==> src/rtl/slow_clk_monitor.sv <==
// Slow divided-clock monitor: synchronises Clk2_in, emits edge strobes, measures
// each half-period and tracks lock / loss of the slow clock.
module slow_clk_monitor #(
  parameter int unsigned HALF_PERIOD = 25000001,
  parameter int unsigned TOL         = 16,
  parameter int unsigned CNT_W       = 26
) (
  input  logic             Clk,
  input  logic             Rst_n,
  input  logic             Clk2_in,
  output logic             Tick,
  output logic             Tick_fall,
  output logic             Locked,
  output logic             Lost,
  output logic             Period_err,
  output logic [CNT_W-1:0] Half_cnt
);

  localparam logic [1:0] ACQUIRE = 2'd0;
  localparam logic [1:0] LOCKED  = 2'd1;
  localparam logic [1:0] LOST    = 2'd2;

  localparam logic [CNT_W-1:0] LO_LIM = CNT_W'(HALF_PERIOD - TOL);
  localparam logic [CNT_W-1:0] HI_LIM = CNT_W'(HALF_PERIOD + TOL);

  logic             sync1, sync2, prev;
  logic             rise, fall, any_edge;
  logic [CNT_W-1:0] cnt, cnt_inc;
  logic             in_tol, timeout;
  logic [1:0]       state, state_nx;
  logic [1:0]       good_cnt, good_nx;
  logic             first_edge_seen, seen_nx;
  logic             perr_nx;

  assign rise     = sync2 & ~prev;
  assign fall     = ~sync2 & prev;
  assign any_edge = rise | fall;

  // cnt+1 saturates so a long-dead slow clock keeps reading as timed out
  assign cnt_inc = (&cnt) ? cnt : cnt + CNT_W'(1);
  assign in_tol  = (cnt_inc >= LO_LIM) && (cnt_inc <= HI_LIM);
  assign timeout = ~any_edge && (cnt_inc > HI_LIM);

  always_comb begin
    state_nx = state;
    good_nx  = good_cnt;
    seen_nx  = first_edge_seen;
    perr_nx  = 1'b0;
    case (state)
      ACQUIRE: begin
        if (any_edge) begin
          if (!first_edge_seen) begin
            seen_nx = 1'b1;
          end else if (in_tol) begin
            if (good_cnt == 2'd1) begin
              state_nx = LOCKED;
              good_nx  = 2'd0;
            end else begin
              good_nx = good_cnt + 2'd1;
            end
          end else begin
            perr_nx = 1'b1;
            good_nx = 2'd0;
          end
        end else if (timeout) begin
          state_nx = LOST;
          good_nx  = 2'd0;
        end
      end
      LOCKED: begin
        if (any_edge) begin
          if (!in_tol) begin
            perr_nx  = 1'b1;
            state_nx = ACQUIRE;
            good_nx  = 2'd0;
            seen_nx  = 1'b1;
          end
        end else if (timeout) begin
          state_nx = LOST;
        end
      end
      LOST: begin
        // the reviving edge opens a fresh measurement, it is not checked
        if (any_edge) begin
          state_nx = ACQUIRE;
          good_nx  = 2'd0;
          seen_nx  = 1'b1;
        end
      end
      default: state_nx = ACQUIRE;
    endcase
  end

  always_ff @(posedge Clk or negedge Rst_n) begin
    if (!Rst_n) begin
      sync1           <= 1'b0;
      sync2           <= 1'b0;
      prev            <= 1'b0;
      cnt             <= '0;
      good_cnt        <= 2'd0;
      state           <= ACQUIRE;
      first_edge_seen <= 1'b0;
      Tick            <= 1'b0;
      Tick_fall       <= 1'b0;
      Locked          <= 1'b0;
      Lost            <= 1'b0;
      Period_err      <= 1'b0;
      Half_cnt        <= '0;
    end else begin
      sync1           <= Clk2_in;
      sync2           <= sync1;
      prev            <= sync2;
      cnt             <= any_edge ? '0 : cnt_inc;
      good_cnt        <= good_nx;
      state           <= state_nx;
      first_edge_seen <= seen_nx;
      Tick            <= rise;
      Tick_fall       <= fall;
      Locked          <= (state_nx == LOCKED);
      Lost            <= (state_nx == LOST);
      Period_err      <= perr_nx;
      if (any_edge && first_edge_seen) Half_cnt <= cnt_inc;
    end
  end

endmodule

==> config.mk <==
export PLATFORM = sky130hd
export DESIGN_NAME = slow_clk_monitor
export DESIGN_NICKNAME = d
export VERILOG_FILES = /design/src/rtl/slow_clk_monitor.sv
export SDC_FILE = /design/constraint.sdc
export NUM_CORES = 1
export LEC_CHECK = 0
export CAP_MARGIN = 5
export CORE_MARGIN = 8
export CORE_UTILIZATION = 60
export CTS_BUF_LIST = sky130_fd_sc_hd__clkbuf_16
export CTS_CLUSTER_SIZE = 12
export DETAILED_ROUTE_END_ITERATION = 10
export PLACE_DENSITY = 0.83
export SLEW_MARGIN = 30
export SYNTH_ARGS = -nofsm -noshare
export SYNTH_HDL_FRONTEND = slang
export SYNTH_SLANG_ARGS = --single-unit
==> constraint.sdc <==
create_clock -name Clk -period 5.2 [get_ports Clk]
set_input_delay 1.04 -clock Clk [delete_from_list [all_inputs] [get_ports Clk]]
set_output_delay 1.04 -clock Clk [all_outputs]
set_load 0.02 [all_outputs]
==> Word level (Yosys, flattened, before mapping) <==
Cells that the tools add are included.
{ "word_totals": {"ff_bits": 65, "inputBits": 3, "out_inout_bits": 31} }
{ "classes": {"add_sub_neg": 2, "order_cmp": 3, "n_eq_ne": 11, "mux": 29, "n_bitwise": 6, "n_reduce_logical": 10} }
{ "op_table": {"columns": ["cell", "n"], "rows": [
  ["$mux 26", 2],
  ["$mux 2", 16],
  ["$add 26x1->26 const B", 1],
  ["$ge 26x25->1 const B", 1],
  ["$gt 26x25->1 const B", 1],
  ["$le 26x25->1 const B", 1],
  ["$reduce_and 26->1", 1],
  ["$pmux 2 s3", 2],
  ["$mux 1", 7],
  ["$eq 2x1->1 const B", 3],
  ["$ne 2x2->1 const B", 3],
  ["$ne 3x3->1 const B", 2],
  ["$reduce_and 6->1", 1],
  ["$eq 2x2->1 const B", 2],
  ["$pmux 1 s2", 2],
  ["$reduce_and 4->1", 1],
  ["$logic_and 1x1->1", 3],
  ["$not 1->1", 3],
  ["$reduce_bool 3->1", 1],
  ["$add 2x1->2 const B", 1],
  ["$and 1x1->1", 2],
  ["$logic_not 2->1", 1],
  ["$ne 2x1->1 const B", 1],
  ["$reduce_bool 2->1", 1],
  ["2 further kinds", 2]
]} }

==> Depth between registers and ports, before layout <==
{ "depth": {"word_depth": 9, "depth_mapped": 12} }

==> Worst setup path after synthesis <==
OpenSTA, ideal clock, no wires.
{ "synth_path": {"path_kind": "register -> register", "startpoint": "register cnt[0]", "endpoint": "register Lost", "setup_time_ns": 0.066, "t_arrival_ns": 3.076, "setup_slack_ns": 2.058, "path_stages_with_launch": 12, "path_buffers": 1, "period_less_slack_ns": 3.142, "cell_sequence": "dfrtp_1 -> ha_1 -> nand2_1 -> or4_1 -> buf_2 -> and4_4 -> or3_4 -> a2111oi_4 -> a22oi_2 -> o32a_1 -> a221oi_2 -> and2_1"} }
{ "synth_between": {"elab_chain_len": 9} }
{ "synth_lines": {"columns": ["item", "line", "text"], "rows": [
  ["start, declared", "28", "logic [CNT_W-1:0] cnt, cnt_inc;"],
  ["start signal, assigned", "113", "cnt <= any_edge ? '0 : cnt_inc;"],
  ["$add 26x1->26 / $reduce_and 26->1 (equally long branches)", "40", "assign cnt_inc = (&cnt) ? cnt : cnt + CNT_W'(1);"],
  ["$mux 26 (*)", "40", null],
  ["$ge 26x25->1 / $le 26x25->1 (equally long branches)", "41", "assign in_tol = (cnt_inc >= LO_LIM) && (cnt_inc <= HI_LIM);"],
  ["$logic_and 1x1->1", "41", null],
  ["$mux 2", "54", "end else if (in_tol) begin"],
  ["$mux 2", "52", "if (!first_edge_seen) begin"],
  ["$mux 2", "51", "if (any_edge) begin"],
  ["$pmux 2 s3 (*)", "49", "case (state)"],
  ["net state_nx[1]", "30", "logic [1:0] state, state_nx;"],
  ["$eq 2x2->1 (*)", "120", "Lost <= (state_nx == LOST);"],
  ["end signal, assigned", "120", null],
  ["end, declared", "14", "output logic Lost,"]
]} }
Mark *: on every way through the listed nets, which the timed path passes. The rest lies on a longest branch.
A chain may end at the register's enable or synchronous reset.

==> Final worst setup path <==
Ends and elaborated chain as after synthesis.

==> flow_metrics.env <==
export IMPL_status="complete, no violations"
export IMPL_setup_ws_ns=1.49
export IMPL_cts_max_level=3
export IMPL_antenna_found_initial=0
export IMPL_synth_area_leaders="dfrtp_1 46%, o21ai_0 4.9%, nand2_1 4.8%, nor2_1 3.7%, ha_1 2.5%"
export IMPL_place_ws_ns=1.26
export IMPL_ios=34
export IMPL_cp_slowest_cell="or4_1"
export IMPL_synth_nets=382
export IMPL_synth_edf_count=0
export IMPL_avgRoutedWirePerCell_um=16.8
export IMPL_grt_pass1_vias=2873
export IMPL_grt_remaining_overflow=0
export IMPL_rrSetupSlack_ns=1.49
export IMPL_globalplace_congestion=0.922
export IMPL_synth_commonest_cells="65 x dfrtp_1, 45 x nand2_1, 35 x nor2_1, 35 x o21ai_0, 15 x nand3_1"
export IMPL_die_h_um=92.9
export IMPL_finalMaxSlewViolations=0
export IMPL_syn_area_um2=3550
export IMPL_port_buffers=33
export IMPL_peakVddDrop_uv=262
export IMPL_dr_pass1_iters=5
export IMPL_fin_crit_ns=3.71
export IMPL_root_buffer="clkbuf_16"
export IMPL_finalSetupViolations=0
export IMPL_ant_nets=0
export IMPL_final_nets=409
export IMPL_coreArea_um2=5820
export IMPL_clk_path_buf_depth=2
export IMPL_route_detailed_drc=0
export IMPL_cts_buffers_inserted=9
export IMPL_rsz0062_at_grt="no"
export IMPL_synth_top_area_cell="dfrtp_1"
export IMPL_ys_seq_elements=65
export IMPL_async_flop_share_pct=100
export IMPL_first_iter_violations=321
export IMPL_holdBufCountCts=0
export IMPL_yosys_warnings=0
export IMPL_finClkSkew_ns=0.00439
export IMPL_critPathBufInv=0
export IMPL_place_hpwl_um=5520
export IMPL_critPathMaxStageDelay_ns=0.68
export IMPL_drive_gt1_share_pct=10.9
export IMPL_clk_latency_ns=0.33
export IMPL_final_hold_violation_count=0
export IMPL_cts_resized=0
export IMPL_hp_class="reg -> reg"
export IMPL_worstMarginPinSlew_ns=0.830
export IMPL_avgSynthCellArea_um2=9.53
export IMPL_yosysUniqueCellTypes=68
export IMPL_clock_sinks=65
export IMPL_dieWidth_um=92.9
export IMPL_crit_path_max_fanout=8
export IMPL_path_cells="ha_1 > nand2_1 > or4_1 > nor2_2 > xor2_1 > nand4b_4 > nor4_4 > a2bb2oi_2 > o2111ai_1 > a221oi_2 > and2_1"
export IMPL_clk_pin_slew_ns=0.05
export IMPL_p_leak_nw=1.79
export IMPL_ys_flop_type="dfrtp_1"
export IMPL_relSlewSlack_pct=44.6
export IMPL_cts_tree="built"
export IMPL_grt_max_degree=66
export IMPL_antennaDiodeCount=0
export IMPL_vias=2957
export IMPL_synth_top_cell_area_share_pct=45.9
export IMPL_finalSetupTns_ns=0
export IMPL_start_util_pct=61.0
export IMPL_cp_top_family="simple AND/OR/NAND/NOR gates"
export IMPL_syn_inst=372
export IMPL_drt_wl_total_um=8070
export IMPL_power_density_nw_per_um2=297
export IMPL_grt_pass1_wl_um=13700
export IMPL_grt_usage_pct=19.8
export IMPL_criticalPathCategory="reg -> reg"
export IMPL_vias_per_cell=6.17
export IMPL_worstSetupStartpointType="register"
export IMPL_max_cap_viol_count=0
export IMPL_num_rows=28
export IMPL_critPathArrivalTime_ns=3.98
export IMPL_seq_area_frac_synth_pct=45.9
export IMPL_finalCritPeriodShare_pct=71.4
export IMPL_cts_setup_buffers=0
export IMPL_floorplan_die_area_um2=8630
export IMPL_worst_ep_required_time_ns=5.47
export IMPL_final_core_util_pct=72.5
export IMPL_syn_to_final_growth_pct=18.9
export IMPL_end_kind="register"
export IMPL_fmax_ghz=0.269
export IMPL_synth_most_common_cell="dfrtp_1"
## sequential cells by signal (all words and copies together), names as in the netlist
signal / cells
Half_cnt: 26
cnt: 26
good_cnt: 2
state: 2
Locked: 1
Lost: 1
Period_err: 1
Tick: 1
Tick_fall: 1
first_edge_seen: 1
prev: 1
sync1: 1
sync2: 1
## report_power, final
| group | total, mW | switching [mW] | leakage (nW) | internal [mW] |
|---|---|---|---|---|
| clock network | 0.625 | 0.211 | 0.150 | 0.414 |
| registers | 0.531 | 0.0115 | 0.884 | 0.519 |
| logic | 0.0969 | 0.0616 | 0.757 | 0.0353 |
## placed cells by master (no fill, tap or decap), types with 5 or more instances in the layout
cell type        count
a21oi_1              8
and2_1               7
and3_1               9
clkbuf_16            9
clkdlybuf4s50_1     32
dfrtp_1             65
ha_1                 7
inv_1               10
mux2_2               5
nand2_1             45
nand3_1             15
nor2_1              35
nor3_1              13
o21ai_0             35
xnor2_1             10
xor2_1               7
## logic make-up (layout without fill, tap and decap cells)
| group | Yosys count | in the layout | synth area share, % |
|---|---|---|---|
| AO/OA/AOI/OAI | 79 | 79 | 15.1 |
| flip-flops | 65 | 65 | 45.9 |
| adder cells (fa/ha/maj) | 7 | 7 | 2.47 |
| multiplexers | 8 | 8 | 2.54 |
| XOR/XNOR | 17 | 17 | 4.20 |
| buffers and inverters | 29 | 61 | 3.42 |
| AND/OR/NAND/NOR | 167 | 167 | 26.4 |
## area by class of cell
class	instances	area (um2)
multi-input cells	278	1810
clock buffers	9	225
clock inverters	7	85.1
repair buffers	35	340
inverters	10	37.5
flip-flops and latches	65	1630
well taps	75	93.8
fillers	439	1600
## per-stage QoR
| stage | area [um2] | std cells | power, mW | hold slack [ns] |
|---|---|---|---|---|
| final | 4220 | 479 | 1.25 | 0.351 |
| after global routing | 4220 | 479 | 1.29 | 0.353 |
| after CTS | 4210 | 479 | 1.26 | 0.353 |
| after detailed placement | 3900 | 463 | 0.635 | 0.341 |
| after global placement | 3900 | 463 | 0.633 | 0.336 |
| after floorplan | 3550 | 372 | 0.593 | 0.331 |
## worst register-to-register path: cells and delay by family, from the launching register on
kind,cells,cell delay [ns]
simple gates,6,1.83
compound gates,3,0.80
flops,1,0.47
fa+ha+maj,1,0.30
xor+xnor,1,0.25
## metal layers
metal	vias to the layer above	global-route usage, %	part of all wire (%)
met5	-	0	0
met4	0	9.13	1.9
met3	20	5.83	7.1
met2	132	30.8	48
met1	1414	24.9	43
li1	1391	-	-
## final timing paths
path	start	endpoint	cells past startpoint
max in group asynchronous	Rst_n	cnt[15]	2
setup / recovery	cnt[0]	Lost	11
hold / removal	sync1	sync2	0
setup reg to reg	cnt[0]	Lost	11
hold reg to reg	sync1	sync2	0
min in group asynchronous	Rst_n	Half_cnt[14]	2
No activity file was read; power rests on OpenSTA's default activity.
==> variant, RTL diff (config.mk and constraints unchanged) <==
The parameter `HALF_PERIOD` goes from 25000001 to 16777216.
--- a/src/rtl/slow_clk_monitor.sv
+++ b/src/rtl/slow_clk_monitor.sv
@@ -2,5 +2,5 @@
 // each half-period and tracks lock / loss of the slow clock.
 module slow_clk_monitor #(
-  parameter int unsigned HALF_PERIOD = 25000001,
+  parameter int unsigned HALF_PERIOD = 16777216,
   parameter int unsigned TOL         = 16,
   parameter int unsigned CNT_W       = 26
Formal check against the unedited RTL: same outputs for any inputs over 10 cycles, from zero or initial values and one cycle with Rst_n low; that may be too few to reach the edited logic, so the function may still have changed.
==> variant against the unedited design <==
Via count rose by 5.9%. Sequential share of layout area decreased by 0.24 points. Total power is 5.3% higher. Setup slack worse by 0.50 ns. Global-route usage is 2.9 points higher. Cell area increased by 0.62%. First-iteration DRC count shrank 13%. Synthesized area grew 0.78%. Critical endpoint unchanged. Routed wire length increased by 17%. Largest cell class unchanged. Clock skew increased by 0.00069 ns. Sequential cell count unchanged. Die area rose by 0.65%. Critical path depth unchanged.
==> variant: results (changes against the unedited design) <==
Finish
  • Layout cells sized above 1: 10.5% (was 10.9%)
  • Post-route insts no fill: 485 (was 479)
  • Final #Nets: 415 (was 409)
  • Fillers: 415 (was 439)

Critical path
  • Crit path max-delay family: simple AND/OR/NAND/NOR gates (unchanged)
  • CP max FO: 18 (was 8)
  • Critical Path Max Stage Delay: 0.62 ns (was 0.68 ns)
  • CP max-delay cell: and3_1 (was or4_1)
  • R2R setup slack: 0.99 ns (was 1.49 ns)

Detailed routing
  • Metal2 WL: 4420 um (was 3890 um)
  • Iteration-0 DRC Markers: 278 (was 321)
  • Via-per-instance ratio: 6.46 (was 6.17)
  • Total detailed-routing wirelength: 9440 um (was 8070 um)
  • Wire length on met1: 3880 um (was 3450 um)
  • Number of detailed-route iterations in the first pass: 5 (unchanged)
  • Routed met3 length: 698 um (was 576 um)

GRT
  • GR Layer Usage met1: 28.0% (was 24.9%)
  • Largest net degree at the start of global routing: 47 (was 66)
  • Grt met3 use: 6.25% (was 5.83%)
  • Met2 GRT Util: 35.4% (was 30.8%)
  • Global Route Usage Sum: 22.7% (was 19.8%)
  • Global-route wire length before repair: 15,200 um (was 13,700 um)
  • Number of global-route vias before repair: 2,910 (was 2,873)

Logic synthesis
  • Syn Area/Cell: 9.35 sq um (was 9.53 sq um)
  • Register area share after synthesis: 45.5% (was 45.9%)
  • Synth top cells by count: dfrtp_1 (65), nand2_1 (50), nor2_1 (38) (was dfrtp_1 (65), nand2_1 (45), nor2_1 (35), o21ai_0 (35), nand3_1 (15))
  • Mapped Nets: 392 (was 382)

STA
  • Total negative slack: 0 ns (unchanged)
  • Clk_skew: 0.00508 ns (was 0.00439 ns)
  • Final Hold Slack: 0.357 ns (was 0.351 ns)
  • Achievable Freq: 0.237 GHz (was 0.269 GHz)

Power and ir drop
  • Peak supply drop: 0.000315 V (was 0.000262 V)
  • Leak: 1.73 nW (was 1.79 nW)

Placed design
  • Gpl congestion: 0.944 (was 0.922)
  • Placed Instances: 469 (was 463)
  • Placed Area: 3900 sq um (about the same)
  • Dpl ws: 1.19 ns (was 1.26 ns)

Run status
  • Status: completed (unchanged)

CTS
  • Setup Buffers After CTS: 0 (unchanged)
==> variant: cell count changes in the layout (fill, tap and decap cells not counted), sizes merged, moves of 3 or more <==
cell | unedited run | this run
nand2 | 45 | 50
o22ai | 1 | 6
nor2 | 36 | 39
a311oi | 0 | 8
nand3b | 4 | 0
a21oi | 8 | 5
and3 | 9 | 5
xnor2 | 10 | 13
xor2 | 7 | 3
==> variant: cells by family (layout without fill, tap and decap cells) <==
family,Yosys count,after routing,share of synthesized area [%]
adders and majority gates,7,7,2.45
AOI/OAI and AO/OA,90,90,17.6
muxes,6,6,1.82
buffers and inverters,32,60,3.96
DFF,65,65,45.5
xor gates and xnor gates,16,16,3.92
and+or+nand+nor,166,166,24.7
==> variant: power by group <==
group | switching (mW) | leakage [nW] | total, mW | internal [mW]
logic | 0.0601 | 0.675 | 0.0918 | 0.0317
clock network | 0.226 | 0.167 | 0.694 | 0.468
registers | 0.0136 | 0.884 | 0.532 | 0.519
==> variant: final cells by class <==
class / instances / area [sq um] / share of cell area [%]
Multi-Input combinational cell: 285 / 1810 / 42.6
Sequential cell: 65 / 1630 / 38.3
Timing Repair Buffer: 35 / 340 / 8.02
Clock buffer: 9 / 225 / 5.31
Clock inverter: 7 / 116 / 2.74
Tap cell: 75 / 93.8 / 2.21
Inverter: 9 / 33.8 / 0.796
==> variant: worst paths after layout <==
kind | start | endpoint | cells past startpoint
max | cnt[0] | Lost | 11
min | sync1 | sync2 | 0
max reg2reg | cnt[0] | Lost | 11
min reg2reg | sync1 | sync2 | 0
max in group asynchronous | Rst_n | cnt[24] | 2
min in group asynchronous | Rst_n | Half_cnt[23] | 1
